==> src/rtl/rf_read_arbiter_pkg.sv <==
// Shared constants, the pipeline-state view type and the onehot helper for the regfile read arbiter.
package rf_read_arbiter_pkg;

    localparam int RF_SEL_W    = 5;
    localparam int RF_DATA_W   = 32;
    localparam int RF_NUM_REGS = 32;
    localparam int MAX_REQ     = 8;

    // Occupancy of the two-stage read pipeline, derived from the stage valid bits.
    typedef enum logic [1:0] {
        PIPE_EMPTY  = 2'd0,
        PIPE_FILL   = 2'd1,
        PIPE_STREAM = 2'd2,
        PIPE_DRAIN  = 2'd3
    } pipe_state_t;

    function automatic logic [MAX_REQ-1:0] onehot(input logic [2:0] id);
        logic [MAX_REQ-1:0] oh;
        oh     = '0;
        oh[id] = 1'b1;
        return oh;
    endfunction

endpackage

==> src/rtl/rf_read_arbiter_rr_pick.sv <==
// Combinational round-robin picker: scans from ptr upwards (wrapping) and grants the first request.
module rf_read_arbiter_rr_pick #(
    parameter int NUM_REQ = 4,
    parameter int ID_W    = 2
) (
    input  logic [NUM_REQ-1:0] req,
    input  logic [ID_W-1:0]    ptr,
    output logic [NUM_REQ-1:0] grant_onehot,
    output logic [ID_W-1:0]    grant_id,
    output logic               any
);

    int idx;

    always_comb begin
        grant_onehot = '0;
        grant_id     = '0;
        any          = 1'b0;
        idx          = 0;
        // Walk from the farthest offset down so the closest requester to ptr is the last writer.
        for (int i = NUM_REQ - 1; i >= 0; i--) begin
            idx = int'(ptr) + i;
            if (idx >= NUM_REQ) begin
                idx = idx - NUM_REQ;
            end
            if (req[idx]) begin
                grant_id = ID_W'(idx);
                any      = 1'b1;
            end
        end
        grant_onehot[grant_id] = any;
    end

endmodule

==> src/rtl/rf_read_arbiter.sv <==
// Round-robin arbiter sharing one registered 32:1 register-read mux, fixed 2-cycle read latency.
// Optional write-to-read forwarding is enabled by defining RF_ARB_BYPASS_EN.
module rf_read_arbiter
    import rf_read_arbiter_pkg::*;
#(
    parameter int NUM_REQ = 4,
    parameter int DATA_W  = RF_DATA_W,
    parameter int SEL_W   = RF_SEL_W
) (
    input  logic                     clk,
    input  logic                     rst_n,
    input  logic [NUM_REQ-1:0]       req_valid,
    input  logic [NUM_REQ*SEL_W-1:0] req_addr,
    output logic [NUM_REQ-1:0]       req_ready,
    output logic [SEL_W-1:0]         mux_sel,
    input  logic [DATA_W-1:0]        mux_data,
`ifdef RF_ARB_BYPASS_EN
    input  logic                     wr_en,
    input  logic [SEL_W-1:0]         wr_addr,
    input  logic [DATA_W-1:0]        wr_data,
`endif
    output logic [NUM_REQ-1:0]       rsp_valid,
    output logic [DATA_W-1:0]        rsp_data,
    output logic                     busy
);

    localparam int ID_W = (NUM_REQ > 1) ? $clog2(NUM_REQ) : 1;

    logic [SEL_W-1:0]   addr_arr [NUM_REQ];
    logic [NUM_REQ-1:0] grant_onehot;
    logic [ID_W-1:0]    grant_id;
    logic               grant_any;
    logic [ID_W-1:0]    rr_ptr_reg;
    logic [ID_W-1:0]    s1_id_reg;
    logic [ID_W-1:0]    s2_id_reg;
    logic               s1_v_reg;
    logic               s2_v_reg;
    logic [DATA_W-1:0]  rd_data;
    logic [MAX_REQ-1:0] rsp_oh;
    pipe_state_t        pipe_state;

    genvar gi;
    generate
        for (gi = 0; gi < NUM_REQ; gi++) begin : g_addr
            assign addr_arr[gi] = req_addr[gi*SEL_W +: SEL_W];
        end
    endgenerate

    rf_read_arbiter_rr_pick #(
        .NUM_REQ (NUM_REQ),
        .ID_W    (ID_W)
    ) u_rr_pick (
        .req          (req_valid),
        .ptr          (rr_ptr_reg),
        .grant_onehot (grant_onehot),
        .grant_id     (grant_id),
        .any          (grant_any)
    );

    // Grants are suppressed while reset is asserted so nothing is accepted into a held pipeline.
    assign req_ready = grant_onehot & {NUM_REQ{rst_n}};

    always_ff @(posedge clk or negedge rst_n) begin
        if (!rst_n) begin
            mux_sel    <= '0;
            s1_id_reg  <= '0;
            s1_v_reg   <= 1'b0;
            rr_ptr_reg <= '0;
        end else begin
            s1_v_reg <= grant_any;
            if (grant_any) begin
                mux_sel    <= addr_arr[grant_id];
                s1_id_reg  <= grant_id;
                rr_ptr_reg <= (grant_id == ID_W'(NUM_REQ - 1)) ? '0 : grant_id + 1'b1;
            end
        end
    end

`ifdef RF_ARB_BYPASS_EN
    // r0 is hardwired in the regfile, so a write to it must never shadow the mux value.
    always_comb begin
        rd_data = mux_data;
        if (wr_en && (wr_addr == mux_sel) && (wr_addr != '0)) begin
            rd_data = wr_data;
        end
    end
`else
    assign rd_data = mux_data;
`endif

    always_ff @(posedge clk or negedge rst_n) begin
        if (!rst_n) begin
            rsp_data  <= '0;
            s2_id_reg <= '0;
            s2_v_reg  <= 1'b0;
        end else begin
            s2_v_reg  <= s1_v_reg;
            s2_id_reg <= s1_id_reg;
            if (s1_v_reg) begin
                rsp_data <= rd_data;
            end
        end
    end

    always_comb begin
        rsp_oh    = onehot(3'(s2_id_reg));
        rsp_valid = s2_v_reg ? rsp_oh[NUM_REQ-1:0] : '0;
    end

    always_comb begin
        pipe_state = PIPE_EMPTY;
        case ({s1_v_reg, s2_v_reg})
            2'b10:   pipe_state = PIPE_FILL;
            2'b11:   pipe_state = PIPE_STREAM;
            2'b01:   pipe_state = PIPE_DRAIN;
            default: pipe_state = PIPE_EMPTY;
        endcase
    end

    assign busy = (pipe_state != PIPE_EMPTY);

endmodule
==> config.mk <==
export PLATFORM = sky130hd
export DESIGN_NAME = rf_read_arbiter
export DESIGN_NICKNAME = d
export VERILOG_FILES = /design/src/rtl/rf_read_arbiter_pkg.sv /design/src/rtl/rf_read_arbiter_rr_pick.sv /design/src/rtl/rf_read_arbiter.sv
export SDC_FILE = /design/constraint.sdc
export NUM_CORES = 1
export LEC_CHECK = 0
export BUFFER_PORTS_ARGS = -buffer_cell sky130_fd_sc_hd__buf_2
export CORE_ASPECT_RATIO = 1.75
export CORE_MARGIN = 4
export CORE_UTILIZATION = 47
export CTS_BUF_LIST = sky130_fd_sc_hd__clkbuf_4
export DETAILED_ROUTE_END_ITERATION = 6
export GPL_TIMING_DRIVEN = 1
export PLACE_DENSITY = 0.82
export SYNTH_ARGS = -nofsm -noshare
export SYNTH_HDL_FRONTEND = slang
export SYNTH_HIERARCHICAL = 1
export SYNTH_SLANG_ARGS = --single-unit
==> constraint.sdc <==
create_clock -name clk -period 2.5 [get_ports clk]
set_input_delay 0.5 -clock clk [delete_from_list [all_inputs] [get_ports clk]]
set_output_delay 0.5 -clock clk [all_outputs]
set_load 0.05 [all_outputs]
==> results of run 1 <==
routing by layer:
metal  up-vias  wire length, µm  part of all wire [%]
li1        758                -                     -
met1       718             1600                    36
met2        77             2400                    53
met3         8              417                   9.3
met4         0               79                   1.8
met5         -                0                     0
per-stage QoR:
stage	hold slack (ps)	utilization, %	instances	area, µm²
6_report	288	63.1	308	2640
5_1_grt	328	63.1	308	2640
4_1_cts	295	63.1	308	2640
3_5_place_dp	359	61.6	300	2580
3_3_place_gp	360	61.6	300	2580
2_1_floorplan	204	-	155	2080
cells in the mapped netlist, drive strengths merged (2+ instances only):
| master | number | area share (%) |
|---|---|---|
| nor2 | 6 | 1.1 |
| a21boi | 2 | 0.72 |
| a21oi | 4 | 0.96 |
| and2 | 5 | 1.5 |
| nand2 | 3 | 0.54 |
| mux2i | 11 | 5.3 |
| buf | 10 | 4.8 |
| nand2b | 6 | 1.8 |
| o221ai | 5 | 2.1 |
| mux2 | 35 | 20 |
| o21ai | 5 | 1.2 |
| o221a | 2 | 1.1 |
| dfrtp | 45 | 54 |
| inv | 5 | 0.90 |
power breakdown:
group	leakage (nW)	total [W]	internal, W	switching, W
logic	0.794	0.000943	0.000306	0.000637
registers	0.523	0.000933	0.000841	0.0000911
clock network	0.0316	0.000339	0.000111	0.000227
total	1.35	0.00221	0.00126	0.000956
worst register-to-register path, cell delays in order (launching register included):
cell and delay, ps:
sky130_fd_sc_hd__dfrtp_1 580, sky130_fd_sc_hd__mux2i_1 250, sky130_fd_sc_hd__o22ai_1 100, sky130_fd_sc_hd__a31oi_2 140, sky130_fd_sc_hd__buf_4 250, sky130_fd_sc_hd__ha_1 260
sky130_fd_sc_hd__mux2_2 250
logic make-up (layout without fill, tap and decap cells):
logic type,after synthesis,after routing,share of synthesized area (%)
mux,46,46,24.8
buf+inv,15,119,5.67
compound gates,23,23,8.02
simple gates,25,25,6.63
fa+ha+maj,1,1,0.603
flops,45,45,54.2
area by class of cell:
type	instances	area [µm²]
Clock buffer	5	37.5
Clock inverter	3	21.3
Fill cell	364	1550
Inverter	5	18.8
Multi-Input combinational cell	95	838
Sequential cell	45	1130
Tap cell	49	61.3
Timing Repair Buffer	106	538
how the worst min path moves through the flow:
stage	cells past startpoint	start	slack (ps)	end
final	2	rst_n	290	rsp_data[2]$_DFFE_PN0P_
after global routing	2	rst_n	330	rsp_data[28]$_DFFE_PN0P_
after CTS	2	rst_n	300	rsp_data[28]$_DFFE_PN0P_
after detailed placement	0	s1_id_reg[1]$_DFFE_PN0P_	360	s2_id_reg[1]$_DFF_PN0_
after global placement	0	s1_id_reg[1]$_DFFE_PN0P_	360	s2_id_reg[1]$_DFF_PN0_
after floorplan	0	rst_n	200	mux_sel[0]$_DFFE_PN0P_
==> results, run 1 <==
- The run finished with clean final reports.
- The routed layout has 1,561 vias.
- Across the routed clock network, the largest skew measured is around 6.7 ps.
- In this run the deepest clock path goes through 2 buffers.
- The floorplan step defined a core boundary enclosing between 4000 and 5000 µm².
- In this run the worst path has a maximum fanout of 12.
- Setup repair after global routing left no endpoint under its margin.
- The number of port buffers is between 100 and 150.
- After clock tree synthesis, the clock-pin slew on the worst setup and hold paths is 130 ps.
- The worst reg2reg path depth is 6.
- The arrival time of the worst setup path is 1830 ps.
- After legalization and detailed placement, the total HPWL measured roughly 3600 µm.
- The average footprint of a synthesized cell is 13.4 µm².
- Setup slack on the critical path of the routed design comes to between 150 and 200 ps.
- Synthesis produced about 160 cells.
- The die width is a little under 60 µm.
- The total buffers and inverters traversed by the critical path is 2.
- The largest registers in the layout are rsp_data (32), mux_sel (5).
- Before antenna repair, the detailed router went through 4 iterations.
- The endpoint of the worst-slack reg-to-reg timing path is rr_ptr_reg[1]$_DFFE_PN0P_.
- The number of flops mapped to enable cells by yosys is 0.
- Setup slack on the worst reg-to-reg path comes out at about 570 ps.
- The path type of the worst setup path is flip-flop to output port.
- The cell with the largest stage delay on the worst path is sky130_fd_sc_hd__dfrtp_1.
- The overall power after layout is around 0.0022 W.
- For this run, the number of Yosys warnings is 6.
- The clock tree from TritonCTS is built.
- The final critical-path share of the clock period is about 93%.
- At the end of routability-driven placement, the weighted congestion stood at 0.730.
- The met2 global-route usage is between 30% and 40%.
- The sequential fraction of the synthesis area is 54.2%.
- The cell count along the critical path is 5.
- The die covers 5590 µm².
- The time the worst path needs with I/O delays and setup is roughly 2300 ps.
- Derived from the worst setup path, the maximum achievable clock frequency is ~0.43 GHz.
- The dominant delay contributor by cell family on the critical path is flip-flops.
- The setup fix buffers added after clock tree synthesis is 0.
- The die span in y is roughly 96 µm.
- After clock tree synthesis, the repair step resized 0 gates.
- Before CTS, the worst setup slack after placement is ~520 ps.
- The number of antenna violations at the first check in global routing came to 0.
- The routing usage on met1 is roughly 17%.
- After global routing the overflow that remains totals 0.
- The via count of the first global-routing pass is roughly 1,600.
- The post-synth net total is 214.
- IR analysis of the VDD net gives a maximum drop of 0.613 mV.
- The async set-reset flop share out of synthesis is 100%.
- 0 antenna diodes ended up in the layout.
- After floorplanning, the core was divided into 31 placement rows.
- The most used flip-flop cell after synthesis is sky130_fd_sc_hd__dfrtp_1.
- The register with the highest flop count is rsp_data.
- Across the run, the number of max-cap violations was 0.
- The synthesized flop and latch total is 45.
- The type of the most critical hold path is input port to async pin.
- The average wire per standard cell is ~15 µm.
- The destination of the critical timing path is req_ready[3].
- The netlist uses 30 different library cells.
- The via-per-instance ratio is ~5.1.
- The final count of pins violating max slew came to 0.
- The busiest layer in global routing is met2.
- The top cell types in the final layout, fill and taps aside, are 103 x sky130_fd_sc_hd__buf_2, 45 x sky130_fd_sc_hd__dfrtp_1, 32 x sky130_fd_sc_hd__mux2_2.
- The endpoint type of the worst setup path is an output port.
- The clock tree synthesis step divided the H-tree into 2 levels.
- The most common cell after layout, fill and taps aside is sky130_fd_sc_hd__buf_2.
- Clock tree synthesis inserted a total of 5 buffers.
- Pin placement for this block handled 104 I/O pins.
- The total count of hold-check failures in the final report is 0.
- The critical path data required time is 2000 ps.
- The setup-violating endpoint count in the final report is 0.
- After routing, the total negative slack on setup checks comes to 0 ps.
- The kind of start point of the critical path is a flip-flop.
- In this run the worst setup path begins at rr_ptr_reg[1]$_DFFE_PN0P_.
- The post-route netlist has between 50 and 60% of its cells at a drive strength greater than 1.
- The effective utilization at floorplan is between 40% and 50%.
- The worst max-slew margin expressed relative to the limit is between 60 and 70%.
- Summing every instance area after synthesis gives between 2000 and 2500 µm².
- Entering global routing, the biggest net connects 46 pins.
- The largest single stage delay on the critical path is 580 ps.
- The register with the most flip-flops in the layout has 32 of them.
- Traced cell by cell, the critical path runs through inv_1 > a21oi_1 > o221a_2 > and2_1 > buf_2.
- The clock sink count is 45.
- The reg-to-reg startpoint is rr_ptr_reg[1]$_DFFE_PN0P_.
- The later pin in the worst-skew pair is clocked with a latency of 350 ps.
- The cell at the root of the clock tree is sky130_fd_sc_hd__clkbuf_4.
- Relative to the synthesized area, the layout overhead comes to 27.2%.
- The transition time at the pin with the least slew margin is approximately 540 ps.
- The met3 demand-to-capacity share in global routing is just under 4%.
- The detail route stage leaves a number of antenna-violating nets equal to 0.
- The routed design has ~4500 µm of wire.
- In the routed design, unresolved DRC markers number 0.
- The wire length of the first global-routing pass is between 7000 and 8000 µm.
- The cell leakage power is about 1.3 nW.
- The first routing iteration left between 60 and 70 violations.
- The number of nets at the end of the flow is 317.
- The power density over the cells is ~840 nW/µm².
- In this run, post-CTS hold repair placed 0 buffers.
- In the global route stage, overall resource usage came out at roughly 17%.
Power figures use the tool's default switching activity.
==> inputs of run 2 (changes only) <==
--- a/config.mk
+++ b/config.mk
@@ -6,7 +6,7 @@
 export NUM_CORES = 1
 export LEC_CHECK = 0
 export BUFFER_PORTS_ARGS = -buffer_cell sky130_fd_sc_hd__buf_2
-export CORE_ASPECT_RATIO = 1.75
+export CORE_ASPECT_RATIO = 1.4
 export CORE_MARGIN = 4
 export CORE_UTILIZATION = 47
 export CTS_BUF_LIST = sky130_fd_sc_hd__clkbuf_4
==> run 2 against run 1 <==
Effect of this change:
- clock power up 24%
- sequential power hardly changed
- flip-flop and latch count did not move
- worst setup slack gained 74 ps
- clock-buffer cell count unchanged
- global-route usage is essentially flat
- combinational power down 0.7%
- via count is 2.4% higher
- total power rose by 3.5%
- wire length is 3.2% lower
- non-clock buffer count is the same
- largest cell class unchanged
==> results, run 2 (synthesis results as in run 1) <==
- The number of rows created at floorplan is 28 (-9.7%).
- The internal power summed over all cells was 0.00136 W (+7.7%).
- The final estimated routing congestion in global placement is 0.695 (-4.8%).
- CTS placed an instance of sky130_fd_sc_hd__clkbuf_4 at the clock tree root.
- The number of antenna violations at the first check in global routing is 0 (unchanged).
- The most common cell after layout, fill and taps aside is sky130_fd_sc_hd__buf_2.
- The switching power came to 0.000937 W (-2.0%).
- The maximum fanout encountered on the critical timing path was 12 (unchanged).
- The combinational share of power is 40.9% (-1.7 points).
- The final count of pins violating max slew came to 0 (unchanged).
- The post-cts sizing count came to 0 (unchanged).
- The setup-violating endpoint count in the final report is 0 (unchanged).
- The transition time at the pin with the least slew margin is 532 ps (-7.64 ps).
- The count of nets left with antenna violations after detail routing was 0 (unchanged).
- The setup skew after layout was 7.98 ps (+1.32 ps).
- The die width is 64.2 µm (+10%).
- The number of placed I/O pins is 104 (unchanged).
- The maximum clock insertion buffer count is 2 (unchanged).
- The arrival time of the worst setup path is 1760 ps (-70 ps).
- The proportion of power drawn by the clock network is 18.4% (+3.1 points).
- The cell area after placement is 2600 µm² (+0.53%).
- The effective utilization at floorplan is 49.0% (-0.59 points).
- The cell leakage power is 1.36 nW (+0.54%).
- The maximum level of the CTS H-tree came to 2 (unchanged).
- The total count of hold-check failures in the final report is 0 (unchanged).
- The source-to-sink clock delay at the later pin of the worst-skew pair is 340 ps (about the same).
- The number of nets at the end of the flow was 317 (unchanged).
- The wire length of the first global-routing pass is 7470 µm (+6.3%).
- The count of hold buffers inserted by post-cts repair is 0 (unchanged).
- The largest registers in the layout are rsp_data (32), mux_sel (5).
- The antenna diode instance count is 0 (unchanged).
- The final critical-path share of the clock period is 90.4% (-3.0 points).
- The clock buffer count from CTS is 5 (unchanged).
- The via count of the first global-routing pass came to 1,745 (+13%).
- The achievable frequency is 0.442 GHz (+3.3%).
- The cell with the largest stage delay on the worst path is sky130_fd_sc_hd__dfrtp_1.
- The area added between synthesis and finish is 28.9%.
- The number of port buffers is 103 (unchanged).
- The via-per-instance ratio was 5.01 (-1.2%).
- The multi-input combinational cell area was 838 µm² (unchanged).
- The wire length after detailed routing is 4350 µm (-3.2%).
- The maximum number of pins on one net before global-route repair is 46 (unchanged).
- The fraction of layout instances using a drive strength above 1 is 58.7% (-0.39 points).
- The CTS clock-pin slew for the worst setup and hold paths came to 130 ps (about the same).
- The total global routing overflow is 0 (unchanged).
- STA classifies the critical path endpoint as an output port.
- The time the worst path needs with I/O delays and setup is 2260 ps (-73.9 ps).
- TritonCTS built the clock tree.
- The clock sink count came to 45 (unchanged).
- The critical path goes through inv_1 > a21oi_1 > o221a_2 > and2_1 > buf_2.
- The combined global-route utilization of all metal layers is 16.7% (-0.028 points).
- The fill cell total of the finished layout is 377 (+3.6%).
- The setup fix buffers added after clock tree synthesis is 0 (unchanged).
- The fraction of power spent switching nets is 40.9% (-2.3 points).
- The final non-filler cell area was 2680 µm² (+1.3%).
- The DRC violation count after routing is 0 (unchanged).
- The vias after detailed routing is 1,598 (+2.4%).
- The register with the highest flop count is rsp_data.
- The share of power burned in registers came to 40.8% (-1.3 points).
- The HPWL after detailed placement is 3460 µm (-2.7%).
- The path class of the tightest hold or removal check is input port to async pin.
- The total negative slack came to 0 ps (unchanged).
- The average wire per standard cell was 13.6 µm (-6.6%).
- In the layout the commonest cells are 103 x sky130_fd_sc_hd__buf_2, 45 x sky130_fd_sc_hd__dfrtp_1, 32 x sky130_fd_sc_hd__mux2_2.
- Setup repair after global routing left no endpoint under its margin.
- The die span in y is 86.6 µm (-9.7%).
- The path type of the worst setup path is flip-flop to output port.
- The critical path data required time is 2000 ps (about the same).
- The power density over the cells was 857 nW/µm² (+2.2%).
- The area inside the core boundary is 4240 µm² (+1.2%).
- The die outline area came to 5560 µm² (-0.48%).
- The number of violations reported at the end of detailed-routing iteration 0 is 54 (-16%).
- The number of detailed-route iterations in the first pass is 4 (unchanged).
- The flip-flop count of the largest register after layout is 32 (unchanged).
- The number of max-cap violations is 0 (unchanged).
- The worst max-slew margin expressed relative to the limit is 64.6% (+0.51 points).
- The worst stage delay on the critical path is 570 ps (about the same).
- The run finished with clean final reports.
- The worst ir drop on vdd is 0.622 mV (+1.4%).
- The kind of start point of the critical path is a flip-flop.
- The flip-flop and latch area was 1130 µm² (unchanged).
run 2: cell types whose count changed in the layout (fill, tap and decap cells not counted), sizes merged:
cell / previous run / this run
bufinv: 0 / 1
inv: 6 / 5
run 2: final timing paths:
kind | startpoint | endpoint | slack [ps] | cells past startpoint
min in group clk | mux_data[0] | rsp_data[0]$_DFFE_PN0P_ | 380 | 2
min | rst_n | rsp_data[0]$_DFFE_PN0P_ | 310 | 2
min reg2reg | s1_id_reg[0]$_DFFE_PN0P_ | s2_id_reg[0]$_DFF_PN0_ | 380 | 0
max reg2reg | rr_ptr_reg[1]$_DFFE_PN0P_ | mux_sel[3]$_DFFE_PN0P_ | 600 | 6
max in group asynchronous | rst_n | rsp_data[16]$_DFFE_PN0P_ | 1830 | 2
max | rr_ptr_reg[1]$_DFFE_PN0P_ | req_ready[3] | 240 | 5
run 2: worst max-delay path, delay by kind of cell (launching register included):
kind / cells / cell delay, ps
AO/OA/AOI/OAI: 2 / 340
buffers and inverters: 2 / 400
flip-flops: 1 / 570
AND/OR/NAND/NOR: 1 / 120
run 2: final cells by class:
| cell class | count | area share (%) |
|---|---|---|
| sequential | 45 | 42.1 |
| clock buffer | 5 | 1.40 |
| timing repair buffer | 106 | 20.1 |
| clock inverter | 3 | 1.54 |
| tap | 60 | 2.81 |
| inverter | 5 | 0.702 |
| multi-input combinational | 95 | 31.3 |
run 2: metal layers:
layer | up-vias | part of all wire, % | track usage (%) | wire (µm)
met2 | 72 | 54 | 32.3 | 2350
met1 | 764 | 39 | 18.0 | 1690
met3 | 0 | 7.1 | 4.41 | 308
li1 | 762 | - | - | -
met5 | - | 0 | 0 | 0
met4 | 0 | 0 | 3.27 | 0
run 2: power by group through the flow:
stage | registers (W) | logic (W) | clock network [W]
after floorplan | 0.00118 | 0.000493 | 0
after global placement | 0.000945 | 0.000929 | 0
after detailed placement | 0.000947 | 0.000946 | 0
after CTS | 0.000934 | 0.000947 | 0.000443
after global routing | 0.000958 | 0.000995 | 0.000468
final | 0.000934 | 0.000936 | 0.000421
run 2: through the flow:
| stage | util (%) | setup WS [ps] | std cells | hold slack [ps] | total power, W |
|---|---|---|---|---|---|
| 6_report | 63.1 | 239 | 319 | 310 | 0.00229 |
| 5_1_grt | 63.1 | 77.5 | 319 | 342 | 0.00242 |
| 4_1_cts | 63.1 | 215 | 319 | 312 | 0.00232 |
| 3_5_place_dp | 61.2 | 504 | 311 | 373 | 0.00189 |
| 3_3_place_gp | 61.2 | 540 | 311 | 362 | 0.00187 |
| 2_1_floorplan | - | 452 | 155 | 204 | 0.00167 |
==> inputs of run 3 (changes only) <==
--- a/config.mk
+++ b/config.mk
@@ -8,11 +8,11 @@
 export BUFFER_PORTS_ARGS = -buffer_cell sky130_fd_sc_hd__buf_2
 export CORE_ASPECT_RATIO = 1.4
 export CORE_MARGIN = 4
-export CORE_UTILIZATION = 47
-export CTS_BUF_LIST = sky130_fd_sc_hd__clkbuf_4
+export CORE_UTILIZATION = 51
+export CTS_BUF_LIST = sky130_fd_sc_hd__clkbuf_2 sky130_fd_sc_hd__clkbuf_4 sky130_fd_sc_hd__clkbuf_8
 export DETAILED_ROUTE_END_ITERATION = 6
 export GPL_TIMING_DRIVEN = 1
-export PLACE_DENSITY = 0.82
+export PLACE_DENSITY = 0.88
 export SYNTH_ARGS = -nofsm -noshare
 export SYNTH_HDL_FRONTEND = slang
 export SYNTH_HIERARCHICAL = 1
==> constraint.sdc (replaced) <==
create_clock -name clk -period 2.7 [get_ports clk]
set_input_delay 0.54 -clock clk [delete_from_list [all_inputs] [get_ports clk]]
set_output_delay 0.54 -clock clk [all_outputs]
set_load 0.05 [all_outputs]
==> run 3 against run 2 <==
Effect of this change:
- register-to-register slack better by 180 ps
- die area down 7.0%
- clock power about the same
- worst setup slack better by 190 ps
==> results, run 3 (synthesis results as in run 1) <==
- The slowest stage of the critical path belongs to the cell sky130_fd_sc_hd__dfrtp_1.
- The die span in y came to 83.5 µm (-3.6%).
- STA classifies the critical path endpoint as an output port.
- The die outline area is 5170 µm² (-7.0%).
- Grouping stages by cell kind, the critical path spends the most delay in flip-flops.
- The number of max-cap violations came to 0 (unchanged).
- The number of nets at the end of the flow came to 317 (unchanged).
- The maximum level of the CTS H-tree came to 2 (unchanged).
- The worst reg2reg path depth is 6 (unchanged).
- The total buffers and inverters traversed by the critical path is 1 (-1).
- The worst ir drop on vdd is 0.670 mV (+7.7%).
- The number of rows created at floorplan is 27 (-3.6%).
- The multi-input combinational cell area is 832 µm² (-0.75%).
- After layout, the worst path uses 84.1% of the clock period.
- The final hold slack is 371 ps (+60.9 ps).
- The worst setup path is launched from a flip-flop.
- The source-to-sink clock delay at the later pin of the worst-skew pair was 290 ps (-50 ps).
- The setup fix buffers added after clock tree synthesis is 0 (unchanged).
- The power density over the cells is 810 nW/µm² (-5.5%).
- The transition time at the pin with the least slew margin is 559 ps (+27.7 ps).
- The signal on the critical path passes through o2bb2ai_1 > a22o_1 > and2_1 > and2_1 > buf_2.
- The critical path data required time was 2160 ps (+160 ps).
- The total count of hold-check failures in the final report is 0 (unchanged).
- The overall power after layout was 0.00216 W (-5.9%).
- The beginning of the critical path is rr_ptr_reg[1]$_DFFE_PN0P_.
- The wire length of the first global-routing pass is 6840 µm (-8.3%).
- The average wire per standard cell is 14.3 µm (+4.9%).
- The cell count along the critical path is 5 (unchanged).
- The via count of the first global-routing pass is 1,518 (-13%).
- From synthesis to final layout, the design area changed by 28.3%.
- The area inside the core boundary is 3920 µm² (-7.6%).
- The total global routing overflow was 0 (unchanged).
- The count of hold buffers inserted by post-cts repair is 0 (unchanged).
- The maximum fanout encountered on the critical timing path is 12 (unchanged).
- The number of antenna violations at the first check in global routing came to 0 (unchanged).
- Ranked by flip-flop count, first place goes to rsp_data.
- The endpoint of the worst-slack reg-to-reg timing path is rr_ptr_reg[1]$_DFFE_PN0P_.
- Setup repair after global routing left no endpoint under its margin.
- The setup-violating endpoint count in the final report is 0 (unchanged).
- In the final layout, the registers with the most flip-flops are rsp_data (32), mux_sel (5).
- The antenna diode instance count is 0 (unchanged).
- The via-per-instance ratio was 5.34 (+6.7%).
- The most common cell after layout, fill and taps aside is sky130_fd_sc_hd__buf_2.
- The fill cell total of the finished layout came to 308 (-18%).
- The vias after detailed routing is 1,614 (+1.0%).
- The slack of the worst reg-to-reg path is 780 ps (+180 ps).
- The cell leakage power is 1.36 nW (+0.40%).
- CTS placed an instance of sky130_fd_sc_hd__clkbuf_8 at the clock tree root.
- The combined global-route utilization of all metal layers came to 17.2% (+0.50 points).
- The HPWL after detailed placement is 3390 µm (-2.1%).
- By startpoint and endpoint, the worst setup path is classified as flip-flop to output port.
- The number of port buffers is 103 (unchanged).
- The number of placed I/O pins is 104 (unchanged).
- The maximum clock insertion buffer count is 2 (unchanged).
- The time the worst path needs with I/O delays and setup is 2270 ps.
- The die width is 61.9 µm (-3.5%).
- The flip-flop count of the largest register after layout is 32 (unchanged).
- The reg-to-reg startpoint is rr_ptr_reg[1]$_DFFE_PN0P_.
- The worst stage delay on the critical path is 510 ps (-60 ps).
- The CTS clock-pin slew for the worst setup and hold paths came to 80 ps (-50 ps).
- The DRC violation count after routing is 0 (unchanged).
- The clock sink count was 45 (unchanged).
- The fraction of layout instances using a drive strength above 1 is 58.7% (unchanged).
- The wire length after detailed routing is 4320 µm (-0.74%).
- The min-delay analysis places its worst path in the category input port to async pin.
- The final count of pins violating max slew was 0 (unchanged).
- The clock buffer count from CTS is 5 (unchanged).
- The destination of the critical timing path is req_ready[0].
- The number of detailed-route iterations in the first pass is 4 (unchanged).
- The achievable frequency is 0.440 GHz.
- The worst max-slew margin expressed relative to the limit is 62.7% (-1.8 points).
- The flip-flop and latch area is 1130 µm² (unchanged).
- The flow ran to the end, and the final reports show no timing, DRC or antenna violations.
- The setup skew after layout came to 7.30 ps (-0.679 ps).
- The effective utilization at floorplan came to 53.0% (+4.0 points).
- The arrival time of the worst setup path is 1730 ps (-30 ps).
- The post-cts sizing count came to 0 (unchanged).
- The count of nets left with antenna violations after detail routing is 0 (unchanged).
- The maximum number of pins on one net before global-route repair came to 46 (unchanged).
- The cell repeated most along the worst path is sky130_fd_sc_hd__and2_1.
- The clock tree from TritonCTS is built.
- The total negative slack was 0 ps (unchanged).
- The library cells used most frequently in the layout, excluding fill and tap cells, are 103 x sky130_fd_sc_hd__buf_2, 45 x sky130_fd_sc_hd__dfrtp_1, 32 x sky130_fd_sc_hd__mux2_2.
- The number of violations reported at the end of detailed-routing iteration 0 came to 45 (-17%).
- The final estimated routing congestion in global placement is 0.686 (-1.3%).
-- run 3: cell types whose count changed in the layout (fill, tap and decap cells not counted) --
cell and delta:
sky130_fd_sc_hd__clkbuf_4 -5, sky130_fd_sc_hd__clkbuf_8 +5, sky130_fd_sc_hd__a31oi_1 +1, sky130_fd_sc_hd__a31oi_2 -1, sky130_fd_sc_hd__bufinv_16 -1, sky130_fd_sc_hd__clkinv_1 -1
sky130_fd_sc_hd__clkinv_4 +1, sky130_fd_sc_hd__inv_6 +1
-- run 3: worst min-delay path by stage --
stage / from / end / slack [ps]
after global placement: s1_id_reg[1]$_DFFE_PN0P_ / s2_id_reg[1]$_DFF_PN0_ / 360
final: rst_n / mux_sel[0]$_DFFE_PN0P_ / 370
after CTS: rst_n / mux_sel[1]$_DFFE_PN0P_ / 390
after global routing: s1_id_reg[0]$_DFFE_PN0P_ / s2_id_reg[0]$_DFF_PN0_ / 410
after floorplan: rst_n / mux_sel[0]$_DFFE_PN0P_ / 240
after detailed placement: s1_id_reg[0]$_DFFE_PN0P_ / s2_id_reg[0]$_DFF_PN0_ / 370
-- run 3: cell type report --
| cell class | count | share of cell area [%] |
|---|---|---|
| inverters | 5 | 0.705 |
| multi-input cells | 95 | 31.3 |
| clock inverters | 3 | 0.940 |
| flip-flops and latches | 45 | 42.3 |
| well taps | 43 | 2.02 |
| clock buffers | 5 | 2.58 |
| repair buffers | 106 | 20.2 |
-- run 3: routing by layer --
layer / GRT usage, % / vias up / routed length, µm
met3: 5.57 / 4 / 497
met2: 29.8 / 86 / 2200
met4: 4.63 / 0 / 34
met1: 19.3 / 764 / 1580
li1: - / 760 / -
met5: 0 / - / 0
-- run 3: per-stage QoR --
stage	std cells	setup slack [ps]	area (µm²)	utilization, %
2_1_floorplan	155	612	2080	-
3_3_place_gp	294	674	2570	65.5
3_5_place_dp	294	607	2570	65.5
4_1_cts	302	429	2660	67.9
5_1_grt	302	320	2660	67.9
6_report	302	429	2660	67.9
-- run 3: power breakdown --
part           switching (W)  total, W  internal, W
combinational       0.000585  0.000868     0.000283
sequential         0.0000878  0.000868     0.000780
clock               0.000234  0.000421     0.000187
